<file path="config.mk">
export PLATFORM = sky130hd
export DESIGN_NAME = mem_arbiter_flat
export DESIGN_NICKNAME = d
export VERILOG_FILES = /design/src/rtl/mem_arbiter_pkg.sv /design/src/rtl/mem_arbiter_if.sv /design/src/rtl/mem_arbiter_lane_steer.sv /design/src/rtl/mem_arbiter.sv /design/src/flat_wrapper.sv
export SDC_FILE = /design/constraint.sdc
export NUM_CORES = 1
export LEC_CHECK = 0
export CORE_MARGIN = 2
export CORE_UTILIZATION = 40
export CTS_CLUSTER_DIAMETER = 120
export CTS_CLUSTER_SIZE = 8
export DETAILED_ROUTE_END_ITERATION = 10
export GPL_TIMING_DRIVEN = 1
export PLACE_DENSITY = 0.83
export REMOVE_ABC_BUFFERS = 1
export SETUP_SLACK_MARGIN = 0.5
export SLEW_MARGIN = 5
export SYNTH_ARGS = -nofsm -noshare
export SYNTH_HDL_FRONTEND = slang
export SYNTH_HIERARCHICAL = 1
export SYNTH_SLANG_ARGS = --single-unit
</file>
<file path="constraint.sdc">
create_clock -name clk -period 5.36 [get_ports clk]
set_input_delay 1.608 -clock clk [delete_from_list [all_inputs] [get_ports clk]]
set_output_delay 1.608 -clock clk [all_outputs]
set_load 0.02 [all_outputs]
</file>
<file path="src/rtl/mem_arbiter_pkg.sv">
// Shared types and constants for the CPU/video RAM arbiter.
// In-flight state encodings, byte-lane constants and the RAM word-address width.
package mem_arbiter_pkg;

  localparam int RAM_AW = 15;
  localparam int DATA_W = 16;

  localparam logic LANE_HI = 1'b0;
  localparam logic LANE_LO = 1'b1;

  typedef enum logic [1:0] {
    ST_IDLE   = 2'd0,
    ST_CPU_RD = 2'd1,
    ST_CPU_WR = 2'd2,
    ST_VID_RD = 2'd3
  } flight_e;

endpackage

</file>
<file path="src/rtl/mem_arbiter_if.sv">
// Bundle of CPU, video and RAM signals around the arbiter.
// slave: the arbiter side; master: requesters plus the RAM.
interface mem_arbiter_if import mem_arbiter_pkg::*; #(
  parameter int ADDR_W = RAM_AW + 1
);
  logic              cpu_en;
  logic              cpu_wr;
  logic              cpu_wide;
  logic [ADDR_W-1:0] cpu_addr;
  logic [DATA_W-1:0] cpu_din;
  logic              cpu_gnt;
  logic              cpu_rvalid;
  logic [DATA_W-1:0] cpu_dout;

  logic              vid_req;
  logic [ADDR_W-2:0] vid_addr;
  logic              vid_gnt;
  logic              vid_rvalid;
  logic [DATA_W-1:0] vid_data;

  logic              ram_en;
  logic [ADDR_W-2:0] ram_addr;
  logic              ram_we_hi;
  logic              ram_we_lo;
  logic [DATA_W-1:0] ram_wdata;
  logic [DATA_W-1:0] ram_rdata;

  modport slave (
    input  cpu_en, cpu_wr, cpu_wide, cpu_addr, cpu_din,
    output cpu_gnt, cpu_rvalid, cpu_dout,
    input  vid_req, vid_addr,
    output vid_gnt, vid_rvalid, vid_data,
    output ram_en, ram_addr, ram_we_hi, ram_we_lo, ram_wdata,
    input  ram_rdata
  );

  modport master (
    output cpu_en, cpu_wr, cpu_wide, cpu_addr, cpu_din,
    input  cpu_gnt, cpu_rvalid, cpu_dout,
    output vid_req, vid_addr,
    input  vid_gnt, vid_rvalid, vid_data,
    input  ram_en, ram_addr, ram_we_hi, ram_we_lo, ram_wdata,
    output ram_rdata
  );

endinterface

</file>
<file path="src/rtl/mem_arbiter_lane_steer.sv">
// Byte-lane steering between the CPU port and the split hi/lo RAM banks.
// Purely combinational: write enables/data for a grant, lane select for read-back.
module mem_arbiter_lane_steer import mem_arbiter_pkg::*; (
  input  logic              wr_gnt,
  input  logic              wr_wide,
  input  logic              wr_lane,
  input  logic [DATA_W-1:0] wr_din,
  output logic              we_hi,
  output logic              we_lo,
  output logic [DATA_W-1:0] wdata,
  input  logic              rd_wide,
  input  logic              rd_lane,
  input  logic [DATA_W-1:0] rd_raw,
  output logic [DATA_W-1:0] rd_data
);

  always_comb begin
    we_hi = 1'b0;
    we_lo = 1'b0;
    wdata = '0;
    if (wr_gnt) begin
      if (wr_wide) begin
        we_hi = 1'b1;
        we_lo = 1'b1;
        wdata = wr_din;
      end else if (wr_lane == LANE_HI) begin
        we_hi = 1'b1;
        wdata = {wr_din[7:0], 8'h00};
      end else begin
        we_lo = 1'b1;
        wdata = {8'h00, wr_din[7:0]};
      end
    end
  end

  always_comb begin
    if (rd_wide)                 rd_data = rd_raw;
    else if (rd_lane == LANE_LO) rd_data = {8'h00, rd_raw[7:0]};
    else                         rd_data = {8'h00, rd_raw[15:8]};
  end

endmodule

</file>
<file path="src/rtl/mem_arbiter.sv">
// Single-port RAM arbiter: video has priority, CPU guaranteed a slot after MAX_VID_RUN.
// Optional ARB_STATS_EN adds saturating stall/grant counters as extra outputs.
module mem_arbiter import mem_arbiter_pkg::*; #(
  parameter int MAX_VID_RUN = 4,
  parameter int ADDR_W      = 16
) (
  input  logic         clk,
  input  logic         reset,
  mem_arbiter_if.slave bus
`ifdef ARB_STATS_EN
  ,
  output logic [15:0]  stat_cpu_stall,
  output logic [15:0]  stat_vid_grants
`endif
);

  localparam int RUN_W = $clog2(MAX_VID_RUN + 1);

  logic              guard_hit;
  logic              cpu_gnt_c;
  logic              vid_gnt_c;
  logic [RUN_W-1:0]  run_p0;
  flight_e           state_p0;
  flight_e           state_nx;
  logic              lane_p0;
  logic              wide_p0;
  logic [DATA_W-1:0] cpu_hold_p0;
  logic [DATA_W-1:0] vid_hold_p0;
  logic [DATA_W-1:0] rd_steered;
  logic              we_hi_c;
  logic              we_lo_c;
  logic [DATA_W-1:0] wdata_c;

  function automatic logic [RUN_W-1:0] run_inc(input logic [RUN_W-1:0] r);
    return (r == RUN_W'(MAX_VID_RUN)) ? r : r + RUN_W'(1);
  endfunction

  // Cycle N: grant decision, combinational from requests and the run counter.
  // Grants are suppressed while reset is high so nothing is issued that will be dropped.
  always_comb begin
    guard_hit = bus.cpu_en && (run_p0 == RUN_W'(MAX_VID_RUN));
    vid_gnt_c = !reset && bus.vid_req && !guard_hit;
    cpu_gnt_c = !reset && bus.cpu_en && !vid_gnt_c;
  end

  always_ff @(posedge clk) begin
    if (reset || !bus.cpu_en || cpu_gnt_c) run_p0 <= '0;
    else if (vid_gnt_c)                    run_p0 <= run_inc(run_p0);
  end

  mem_arbiter_lane_steer u_steer (
    .wr_gnt  (cpu_gnt_c && bus.cpu_wr),
    .wr_wide (bus.cpu_wide),
    .wr_lane (bus.cpu_addr[0]),
    .wr_din  (bus.cpu_din),
    .we_hi   (we_hi_c),
    .we_lo   (we_lo_c),
    .wdata   (wdata_c),
    .rd_wide (wide_p0),
    .rd_lane (lane_p0),
    .rd_raw  (bus.ram_rdata),
    .rd_data (rd_steered)
  );

  always_comb begin
    bus.cpu_gnt   = cpu_gnt_c;
    bus.vid_gnt   = vid_gnt_c;
    bus.ram_en    = cpu_gnt_c || vid_gnt_c;
    bus.ram_we_hi = we_hi_c;
    bus.ram_we_lo = we_lo_c;
    bus.ram_wdata = wdata_c;
    if (vid_gnt_c)      bus.ram_addr = bus.vid_addr;
    else if (cpu_gnt_c) bus.ram_addr = bus.cpu_addr[ADDR_W-1:1];
    else                bus.ram_addr = '0;
  end

  // Cycle N -> N+1: in-flight record of what the RAM is returning.
  always_ff @(posedge clk) begin
    if (reset) state_p0 <= ST_IDLE;
    else       state_p0 <= state_nx;
  end

  always_comb begin
    state_nx = ST_IDLE;
    if (vid_gnt_c)      state_nx = ST_VID_RD;
    else if (cpu_gnt_c) state_nx = bus.cpu_wr ? ST_CPU_WR : ST_CPU_RD;
  end

  always_ff @(posedge clk) begin
    if (cpu_gnt_c) begin
      lane_p0 <= bus.cpu_addr[0];
      wide_p0 <= bus.cpu_wide;
    end
  end

  // Cycle N+1: return data; hold registers keep the last delivered word.
  always_ff @(posedge clk) begin
    if (reset) begin
      cpu_hold_p0 <= '0;
      vid_hold_p0 <= '0;
    end else begin
      if (state_p0 == ST_CPU_RD) cpu_hold_p0 <= rd_steered;
      if (state_p0 == ST_VID_RD) vid_hold_p0 <= bus.ram_rdata;
    end
  end

  always_comb begin
    bus.cpu_rvalid = (state_p0 == ST_CPU_RD) || (state_p0 == ST_CPU_WR);
    bus.vid_rvalid = (state_p0 == ST_VID_RD);
    bus.cpu_dout   = (state_p0 == ST_CPU_RD) ? rd_steered    : cpu_hold_p0;
    bus.vid_data   = (state_p0 == ST_VID_RD) ? bus.ram_rdata : vid_hold_p0;
  end

`ifdef ARB_STATS_EN
  function automatic logic [15:0] sat_inc16(input logic [15:0] v);
    return (v == 16'hffff) ? v : v + 16'd1;
  endfunction

  always_ff @(posedge clk) begin
    if (reset) begin
      stat_cpu_stall  <= '0;
      stat_vid_grants <= '0;
    end else begin
      if (bus.cpu_en && !cpu_gnt_c) stat_cpu_stall  <= sat_inc16(stat_cpu_stall);
      if (vid_gnt_c)                stat_vid_grants <= sat_inc16(stat_vid_grants);
    end
  end
`endif

endmodule

</file>
<file path="src/flat_wrapper.sv">
// flat-port wrapper written by rule: the top's interface ports become plain ports
module mem_arbiter_flat import mem_arbiter_pkg::*;
#(
  parameter int MAX_VID_RUN = 4,
  parameter int ADDR_W      = 16
)
  (clk, reset, bus_cpu_en, bus_cpu_wr, bus_cpu_wide, bus_cpu_addr, bus_cpu_din, bus_cpu_gnt, bus_cpu_rvalid, bus_cpu_dout, bus_vid_req, bus_vid_addr, bus_vid_gnt, bus_vid_rvalid, bus_vid_data, bus_ram_en, bus_ram_addr, bus_ram_we_hi, bus_ram_we_lo, bus_ram_wdata, bus_ram_rdata);
  mem_arbiter_if #(.ADDR_W(ADDR_W)) bus_i ();
  input  logic clk;
  input  logic reset;
  input wire logic [$bits(bus_i.cpu_en)-1:0] bus_cpu_en;
  input wire logic [$bits(bus_i.cpu_wr)-1:0] bus_cpu_wr;
  input wire logic [$bits(bus_i.cpu_wide)-1:0] bus_cpu_wide;
  input wire logic [$bits(bus_i.cpu_addr)-1:0] bus_cpu_addr;
  input wire logic [$bits(bus_i.cpu_din)-1:0] bus_cpu_din;
  output wire logic [$bits(bus_i.cpu_gnt)-1:0] bus_cpu_gnt;
  output wire logic [$bits(bus_i.cpu_rvalid)-1:0] bus_cpu_rvalid;
  output wire logic [$bits(bus_i.cpu_dout)-1:0] bus_cpu_dout;
  input wire logic [$bits(bus_i.vid_req)-1:0] bus_vid_req;
  input wire logic [$bits(bus_i.vid_addr)-1:0] bus_vid_addr;
  output wire logic [$bits(bus_i.vid_gnt)-1:0] bus_vid_gnt;
  output wire logic [$bits(bus_i.vid_rvalid)-1:0] bus_vid_rvalid;
  output wire logic [$bits(bus_i.vid_data)-1:0] bus_vid_data;
  output wire logic [$bits(bus_i.ram_en)-1:0] bus_ram_en;
  output wire logic [$bits(bus_i.ram_addr)-1:0] bus_ram_addr;
  output wire logic [$bits(bus_i.ram_we_hi)-1:0] bus_ram_we_hi;
  output wire logic [$bits(bus_i.ram_we_lo)-1:0] bus_ram_we_lo;
  output wire logic [$bits(bus_i.ram_wdata)-1:0] bus_ram_wdata;
  input wire logic [$bits(bus_i.ram_rdata)-1:0] bus_ram_rdata;
  assign bus_i.cpu_en = bus_cpu_en;
  assign bus_i.cpu_wr = bus_cpu_wr;
  assign bus_i.cpu_wide = bus_cpu_wide;
  assign bus_i.cpu_addr = bus_cpu_addr;
  assign bus_i.cpu_din = bus_cpu_din;
  assign bus_cpu_gnt = bus_i.cpu_gnt;
  assign bus_cpu_rvalid = bus_i.cpu_rvalid;
  assign bus_cpu_dout = bus_i.cpu_dout;
  assign bus_i.vid_req = bus_vid_req;
  assign bus_i.vid_addr = bus_vid_addr;
  assign bus_vid_gnt = bus_i.vid_gnt;
  assign bus_vid_rvalid = bus_i.vid_rvalid;
  assign bus_vid_data = bus_i.vid_data;
  assign bus_ram_en = bus_i.ram_en;
  assign bus_ram_addr = bus_i.ram_addr;
  assign bus_ram_we_hi = bus_i.ram_we_hi;
  assign bus_ram_we_lo = bus_i.ram_we_lo;
  assign bus_ram_wdata = bus_i.ram_wdata;
  assign bus_i.ram_rdata = bus_ram_rdata;
  mem_arbiter #(.MAX_VID_RUN(MAX_VID_RUN), .ADDR_W(ADDR_W)) u_core (.clk(clk), .reset(reset), .bus(bus_i));
endmodule
</file>
Word-level counts from Yosys, hierarchy flattened
Cells that the tools add are included.
W data, S select, Z words.
- add/subtract/negate cells: 1
- eq/ne operators: 4
- multiplexer cells: 18
- bitwise gates (word level): 1
- reduce and logical (&&, ||, !) cells: 15
- operator list (kind ; number):
    $mux W16 ; 6
    $mux W15 ; 2
    $mux W8 ; 1
    $logic_and A1 B1 Y1 ; 6
    $mux W1 ; 6
    $mux W2 ; 3
    $eq A2 B2 Y1 const B ; 2
    $logic_not A1 Y1 ; 4
    $logic_or A1 B1 Y1 ; 4
    $add A3 B1 Y3 const B ; 1
    $eq A3 B3 Y1 const B ; 1
    $eq A2 B1 Y1 const B ; 1
    $reduce_and A2 Y1 ; 1
    $not A1 Y1 ; 1
- flip-flop bits (word level): 39
- input bits: 69
- output and inout bits: 70
- logic and storage cells: 45

Logic depth before layout (Yosys ltp)
Gate-level depths: netlist (run 1).
- depth after elaboration: 8
- depth in mapped cells: 8
- depth with buffers taken out: 6

Hierarchy
The synthesis (run 1) kept the hierarchy.
- by module, submodules not included (module ; instances ; cells each ; area each (um^2) ; sequential area each (um^2)):
    mem_arbiter ; 1 ; 193 ; 2135.8 ; 800.8
    mem_arbiter_lane_steer ; 1 ; 42 ; 344.1 ; 0.0

Least setup slack after synthesis (run 1)
No wires, ideal clock.
- kind: in2out
- from: input port bus_vid_req
- to: output port bus_ram_wdata[0]
- arrival time: 2.966 ns
- required time: 3.752 ns
- slack: 0.786 ns
- stages on the path: 6
- path buffers: 2
- path through: buf_6 -> a21boi_2 -> buf_6 -> nor3_1 -> o21a_1 -> and2_1
- longest elaborated chain between the ends: 6
- RTL lines (what ; RTL line ; RTL):
    start, declared ; flat_wrapper.sv:19 ; input wire logic [$bits(bus_i.vid_req)-1:0] bus_vid_req;
    $logic_and A1 B1 Y1 (2 in a row) ; mem_arbiter.sv:42 ; vid_gnt_c = !reset && bus.vid_req && !guard_hit;
    $logic_not A1 Y1 ; mem_arbiter.sv:43 ; cpu_gnt_c = !reset && bus.cpu_en && !vid_gnt_c;
    $logic_and A1 B1 Y1 ; mem_arbiter.sv:43 ;
    $logic_and A1 B1 Y1 ; mem_arbiter.sv:52 ; .wr_gnt (cpu_gnt_c && bus.cpu_wr),
    $mux W16 ; mem_arbiter_lane_steer.sv:21 ; if (wr_gnt) begin
    end, declared ; flat_wrapper.sv:28 ; output wire logic [$bits(bus_i.ram_wdata)-1:0] bus_ram_wdata;
No other way between the ends.

Worst setup path in the final report (run 1)
- from: input port bus_vid_req
- to: output port bus_vid_gnt
- longest elaborated chain between the ends: 2
- RTL lines (what ; RTL line ; RTL):
    $logic_and A1 B1 Y1 (2 in a row) ; mem_arbiter.sv:42 ;
    end, declared ; flat_wrapper.sv:21 ; output wire logic [$bits(bus_i.vid_gnt)-1:0] bus_vid_gnt;
No other way between the ends.

==> results of run 1 <==
[flip-flops by register name (all words and copies together), names as in the netlist]
signal and count:
u_core/vid_hold_p0 16, u_core/state_p0 2, u_core/run_p0 3, u_core/cpu_hold_p0 16, u_core/wide_p0 1, u_core/lane_p0 1
[power groups by stage]
stage,clock network [mW],logic [mW],registers [mW]
after floorplan,0,0.111,0.313
after global placement,0,0.240,0.314
after detailed placement,0,0.242,0.315
after CTS,0.219,0.237,0.308
after global routing,0.230,0.252,0.309
final,0.212,0.235,0.308
[timing repair]
item | in CTS | in global routing
pin swaps | 1 | 0
cloned | 1 | 0
setup buffers | 1 | 0
gates resized for setup | 48 | 23
setup endpoints to repair | 35 | 17
[cell usage after synthesis, types with 3 or more instances]
master,n
dfxtp_1,37
nor2b_1,33
nand3b_1,30
mux2_2,20
mux2_4,20
and2_1,9
buf_6,9
and2_2,8
clkbuf_1,8
o22ai_1,8
o22ai_2,8
inv_1,7
a32o_1,6
buf_2,4
ha_1,4
nor2_1,4
nand2b_1,3
[layout make-up]
type                       count  area share
multi-input combinational    169       0.389
timing repair buffer         146       0.350
sequential                    39       0.205
clock buffer                   8      0.0256
tap                           75      0.0240
inverter                       7     0.00672
[through the flow]
stage               cells  power, mW  setup WS (ns)  hold WS (ns)   util
finish                444      0.755          0.557         0.479  0.657
global route          444      0.790          0.481         0.525  0.657
CTS                   444      0.764          0.444         0.481  0.662
detailed placement    434      0.557          0.183         0.464  0.647
global placement      434      0.554          0.224         0.452  0.647
floorplan             214      0.425          0.813         0.441      -
[metal layers]
layer | track usage | up-vias | wire length [µm]
met1 | 0.216 | 1042 | 2830
li1 | - | 1095 | -
met2 | 0.351 | 89 | 3400
met3 | 0.0522 | 7 | 478
met4 | 0.0361 | 0 | 57
met5 | 0 | - | 0
[critical path, cell delays in order]
cell	delay [ns]
clkdlybuf4s50_1	0.47
buf_4	0.22
nand2b_1	0.14
nor2_1	0.13
clkdlybuf4s50_1	0.62
[worst paths after layout]
path,startpoint,end,slack (ns)
setup / recovery,bus_vid_req,bus_vid_gnt,0.56
hold / removal,u_core/run_p0[0]$_SDFFE_PP0P_,u_core/run_p0[0]$_SDFFE_PP0P_,0.48
setup reg to reg,u_core/state_p0[1]$_SDFF_PP0_,u_core/vid_hold_p0[1]$_SDFF_PP0_,3.49
hold reg to reg,u_core/run_p0[0]$_SDFFE_PP0P_,u_core/run_p0[0]$_SDFFE_PP0P_,0.48
[cell families after synthesis]
logic type	after synthesis
muxes	40
and+or+nand+nor	95
adders and majority gates	4
buffers and inverters	28
DFF	39
AOI/OAI and AO/OA	29
[placed cells by master (no fill, tap or decap), types with 8 or more instances in the layout]
master,instances
clkdlybuf4s50_1,103
dfxtp_1,37
nor2b_1,33
nand3b_1,30
mux2_4,20
mux2_2,20
dlygate4sd2_1,18
and2_2,9
buf_4,8
o22ai_2,8
o22ai_1,8
and2_1,8
==> results.json, run 1 <==
{
  "clock_power_share": 0.281,
  "die_h_um": 82.7,
  "endpoint_kind": "primary output",
  "clkTransAtPathRegs_ns": 0.07,
  "skew_ns": 0.00399,
  "slew_headroom": 0.315,
  "cp.required_ns": 3.75,
  "finalSetupViolCount": 0,
  "synth_compound_area_frac": 0.108,
  "io_buffers": 138,
  "crit_fanout": 18,
  "irDropWorstVdd_mv": 0.137,
  "tightest_slew_ns": 1.03,
  "multiInputGateArea_um2": 1520,
  "totalWireLength_mm": 6.77,
  "seqPwrFrac": 0.408,
  "antenna_left": 0,
  "yosysTopAreaCellShare": 0.299,
  "antenna_cells": 0,
  "p_switching_mw": 0.200,
  "tns_ns": 0,
  "yosysUniqueCellTypes": 33,
  "clockBufferDepth": 2,
  "p_int_mw": 0.555,
  "finish.instance_area_um2": 3910,
  "clock_latency_ns": 0.28,
  "synth.area.top_cells": "dfxtp_1 (30%), mux2_4 (12%), mux2_2 (9.1%)",
  "share_comb_of_total_power": 0.312,
  "place_area_um2": 3850,
  "slew_viol_final": 0,
  "ys_warn_count": 6,
  "hold_depth": 1,
  "synth_xor_area_frac": 0,
  "avgRoutedWirePerCell_um": 15.2,
  "synth_area_um2": 2480,
  "antenna_found_initial": 0,
  "synth_edf_count": 2,
  "layout_min_cycle_time_ns": 4.80,
  "initial_utilization": 0.416,
  "async_flop_share": 0,
  "rows": 28,
  "hold_violations": 0,
  "register_area_um2": 801,
  "grt_usage": 0.189,
  "cts_max_level": 2,
  "n_fill_cell": 494,
  "rsz0062_at_grt": "yes",
  "critPathLaunchType": "input port",
  "grt_max_degree": 66,
  "status": "finished clean",
  "critPathKind": "input port to primary output",
  "synth_top_family_by_area": "simple AND/OR/NAND/NOR gates",
  "arrival_ns": 3.19,
  "ios": 139,
  "dieArea_um2": 6850,
  "muxShareOfSynthArea": 0.212,
  "powerDensity_nw_per_um2": 193,
  "dpl.hpwl_mm": 4.96,
  "yosys.area_share.simple": 0.265,
  "drive_gt1_frac": 0.247,
  "gp_congestion": 0.713,
  "syn_avg_cell_area_um2": 10.6,
  "grt.overflow.total": 0,
  "drt-initial-drc-count": 37,
  "yosysSeqAreaShare": 0.323,
  "grt_pass1_wl_mm": 10.1,
  "area_delta_synth_final_pct": 57.7,
  "synth_cells": 235,
  "first_pass_iters": 4,
  "fin_nets": 441,
  "cts.sinks": 39,
  "numCtsBuffers": 5,
  "period_share": 0.896,
  "r2r_cells": 3,
  "synth_top_area_cell": "dfxtp_1",
  "leakagePower_nw": 1.60,
  "ys_ff_latch": 39,
  "synthFlopType": "dfxtp_1",
  "fmax_ghz": 0.208,
  "p_sw_frac": 0.265,
  "core_um2": 5960,
  "route.detailed.drc": 0,
  "hold_buffers": 0,
  "num_vias": 2233,
  "vias_per_cell": 5.03,
  "hold_class": "register to register",
  "yosys.area_share.adder": 0.0202,
  "cts-root-buf": "clkbuf_8",
  "die_w_um": 82.7,
  "grt_pass1_vias": 2213,
  "cap_violations": 0,
  "cts_tree": "built"
}
Power figures use the tool's default switching activity.
==> inputs of run 2 (changes only) <==
GPL_TIMING_DRIVEN = default   (was 1)
PLACE_DENSITY = 0.85   (was 0.83)
==> results.json, run 2 (synthesis gave the netlist of run 1 again) <==
{
  "clkTransAtPathRegs_ns": 0.07,
  "cts.sinks": 39,
  "area_delta_synth_final_pct": 61.8,
  "dieArea_um2": 6850,
  "n_fill_cell": 476,
  "numCtsBuffers": 5,
  "first_pass_iters": 4,
  "totalWireLength_mm": 6.73,
  "wl_met1_mm": 2.77,
  "wl_met2_mm": 3.32,
  "cts-root-buf": "clkbuf_8",
  "rrSetupSlack_ns": 3.50,
  "cts_max_level": 2,
  "hold_buffers": 0,
  "layout_min_cycle_time_ns": 4.75,
  "skew_ns": 0.00526,
  "grt_pass1_vias": 2196,
  "slew_headroom": 0.325,
  "grt.overflow.total": 0,
  "reg_top3": "u_core/cpu_hold_p0 x16, u_core/vid_hold_p0 x16, u_core/run_p0 x3",
  "rows": 28,
  "hold_class": "register to register",
  "io_buffers": 138,
  "cp_slowest_cell": "clkdlybuf4s50_1",
  "leakagePower_nw": 1.64,
  "core_um2": 5960,
  "finalSetupViolCount": 0,
  "period_share": 0.887,
  "path_cells": "clkdlybuf4s50_1 -> mux2_2 -> mux2_4 -> clkdlybuf4s50_1",
  "dpl.hpwl_mm": 4.97,
  "critPathKind": "input port to primary output",
  "final_common_cell": "clkdlybuf4s50_1",
  "holdCritStartpoint": "u_core/run_p0[0]$_SDFFE_PP0P_",
  "met3_length_um": 593,
  "antenna_found_initial": 0,
  "critical-path-max-stage-delay_ns": 0.54,
  "ios": 139,
  "route.detailed.drc": 0,
  "num_vias": 2247,
  "tns_ns": 0,
  "antenna_cells": 0,
  "avgRoutedWirePerCell_um": 15.1,
  "critPathLaunch": "bus_ram_rdata[15]",
  "hold_violations": 0,
  "irDropWorstVdd_mv": 0.159,
  "top_layer_used": "met4",
  "cap_violations": 0,
  "final_cell_mix": "clkdlybuf4s50_1 (115), dfxtp_1 (37), nor2b_1 (32), nand3b_1 (30)",
  "crit_path_frequent_cell": "clkdlybuf4s50_1",
  "vias_per_cell": 5.04,
  "tightest_slew_ns": 1.01,
  "cts_tree": "built",
  "r2r_start": "u_core/state_p0[0]$_SDFF_PP0_",
  "clock_latency_ns": 0.29,
  "grt_usage": 0.187,
  "powerDensity_nw_per_um2": 203,
  "fin_nets": 443,
  "fmax_ghz": 0.210,
  "rsz0062_at_grt": "no",
  "drt-initial-drc-count": 51,
  "drive_gt1_frac": 0.253,
  "die_w_um": 82.7,
  "place_area_um2": 3850,
  "gp_congestion": 0.732,
  "antenna_left": 0,
  "slew_viol_final": 0,
  "arrival_ns": 3.15,
  "status": "finished clean",
  "endpoint_kind": "primary output",
  "initial_utilization": 0.416,
  "clockBufferDepth": 2,
  "critPathLaunchType": "input port",
  "cp.required_ns": 3.75,
  "crit_fanout": 3,
  "grt_pass1_wl_mm": 9.89,
  "finish.instance_area_um2": 4010,
  "die_h_um": 82.7,
  "grt_max_degree": 66
}
run 2: path summary, 6_finish.rpt:
check,end,cells after the start
worst min register to register,u_core/run_p0[0]$_SDFFE_PP0P_,1
worst max-delay path,bus_cpu_dout[7],4
worst min-delay path,u_core/run_p0[0]$_SDFFE_PP0P_,1
worst max register to register,u_core/vid_hold_p0[1]$_SDFF_PP0_,3
run 2: worst max-delay path, delay by kind of cell:
family | cells | cell delay, ns
buffers and inverters | 2 | 0.99
muxes | 2 | 0.55
run 2: per-stage QoR:
stage | setup WS, ns | instances | power, mW | util | hold WS [ns]
after floorplan | 0.813 | 214 | 0.425 | - | 0.441
after global placement | 0.140 | 434 | 0.553 | 0.647 | 0.460
after detailed placement | 0.0527 | 434 | 0.557 | 0.647 | 0.475
after CTS | 0.337 | 444 | 0.822 | 0.665 | 0.488
after global routing | 0.503 | 446 | 0.850 | 0.674 | 0.498
final | 0.605 | 446 | 0.815 | 0.674 | 0.485
run 2: layer usage:
metal  GRT usage  vias up
met5           0        -
met4      0.0393        0
met3      0.0641        5
met2       0.338       92
met1       0.213     1048
li1            -     1102
run 2: layout make-up:
type | count | area (µm²) | share of cell area
timing repair buffer | 148 | 1430 | 0.355
clock inverter | 1 | 30.0 | 0.00748
sequential | 39 | 801 | 0.200
tap | 75 | 93.8 | 0.0234
multi-input combinational | 169 | 1540 | 0.384
clock buffer | 7 | 97.6 | 0.0243
inverter | 7 | 26.3 | 0.00655
run 2: timing repair:
| action | CTS | global route |
|---|---|---|
| gates resized for setup | 45 | 13 |
| cloned | 0 | 1 |
| endpoints found under the setup margin | 35 | 33 |
| pin swaps | 0 | 1 |
| setup buffers | 2 | 1 |
| hold endpoints to repair | 0 | 0 |
run 2: power breakdown:
group          switching, mW  internal [mW]
clock                 0.0984          0.167
sequential           0.00406          0.304
combinational          0.102          0.139
total                  0.205          0.610
==> inputs of run 3 (changes only) <==
CTS_CLUSTER_DIAMETER = 50   (was 120)
==> results of run 3 <==
Same layout as run 2: the final DEF is identical, and so are final timing and power.
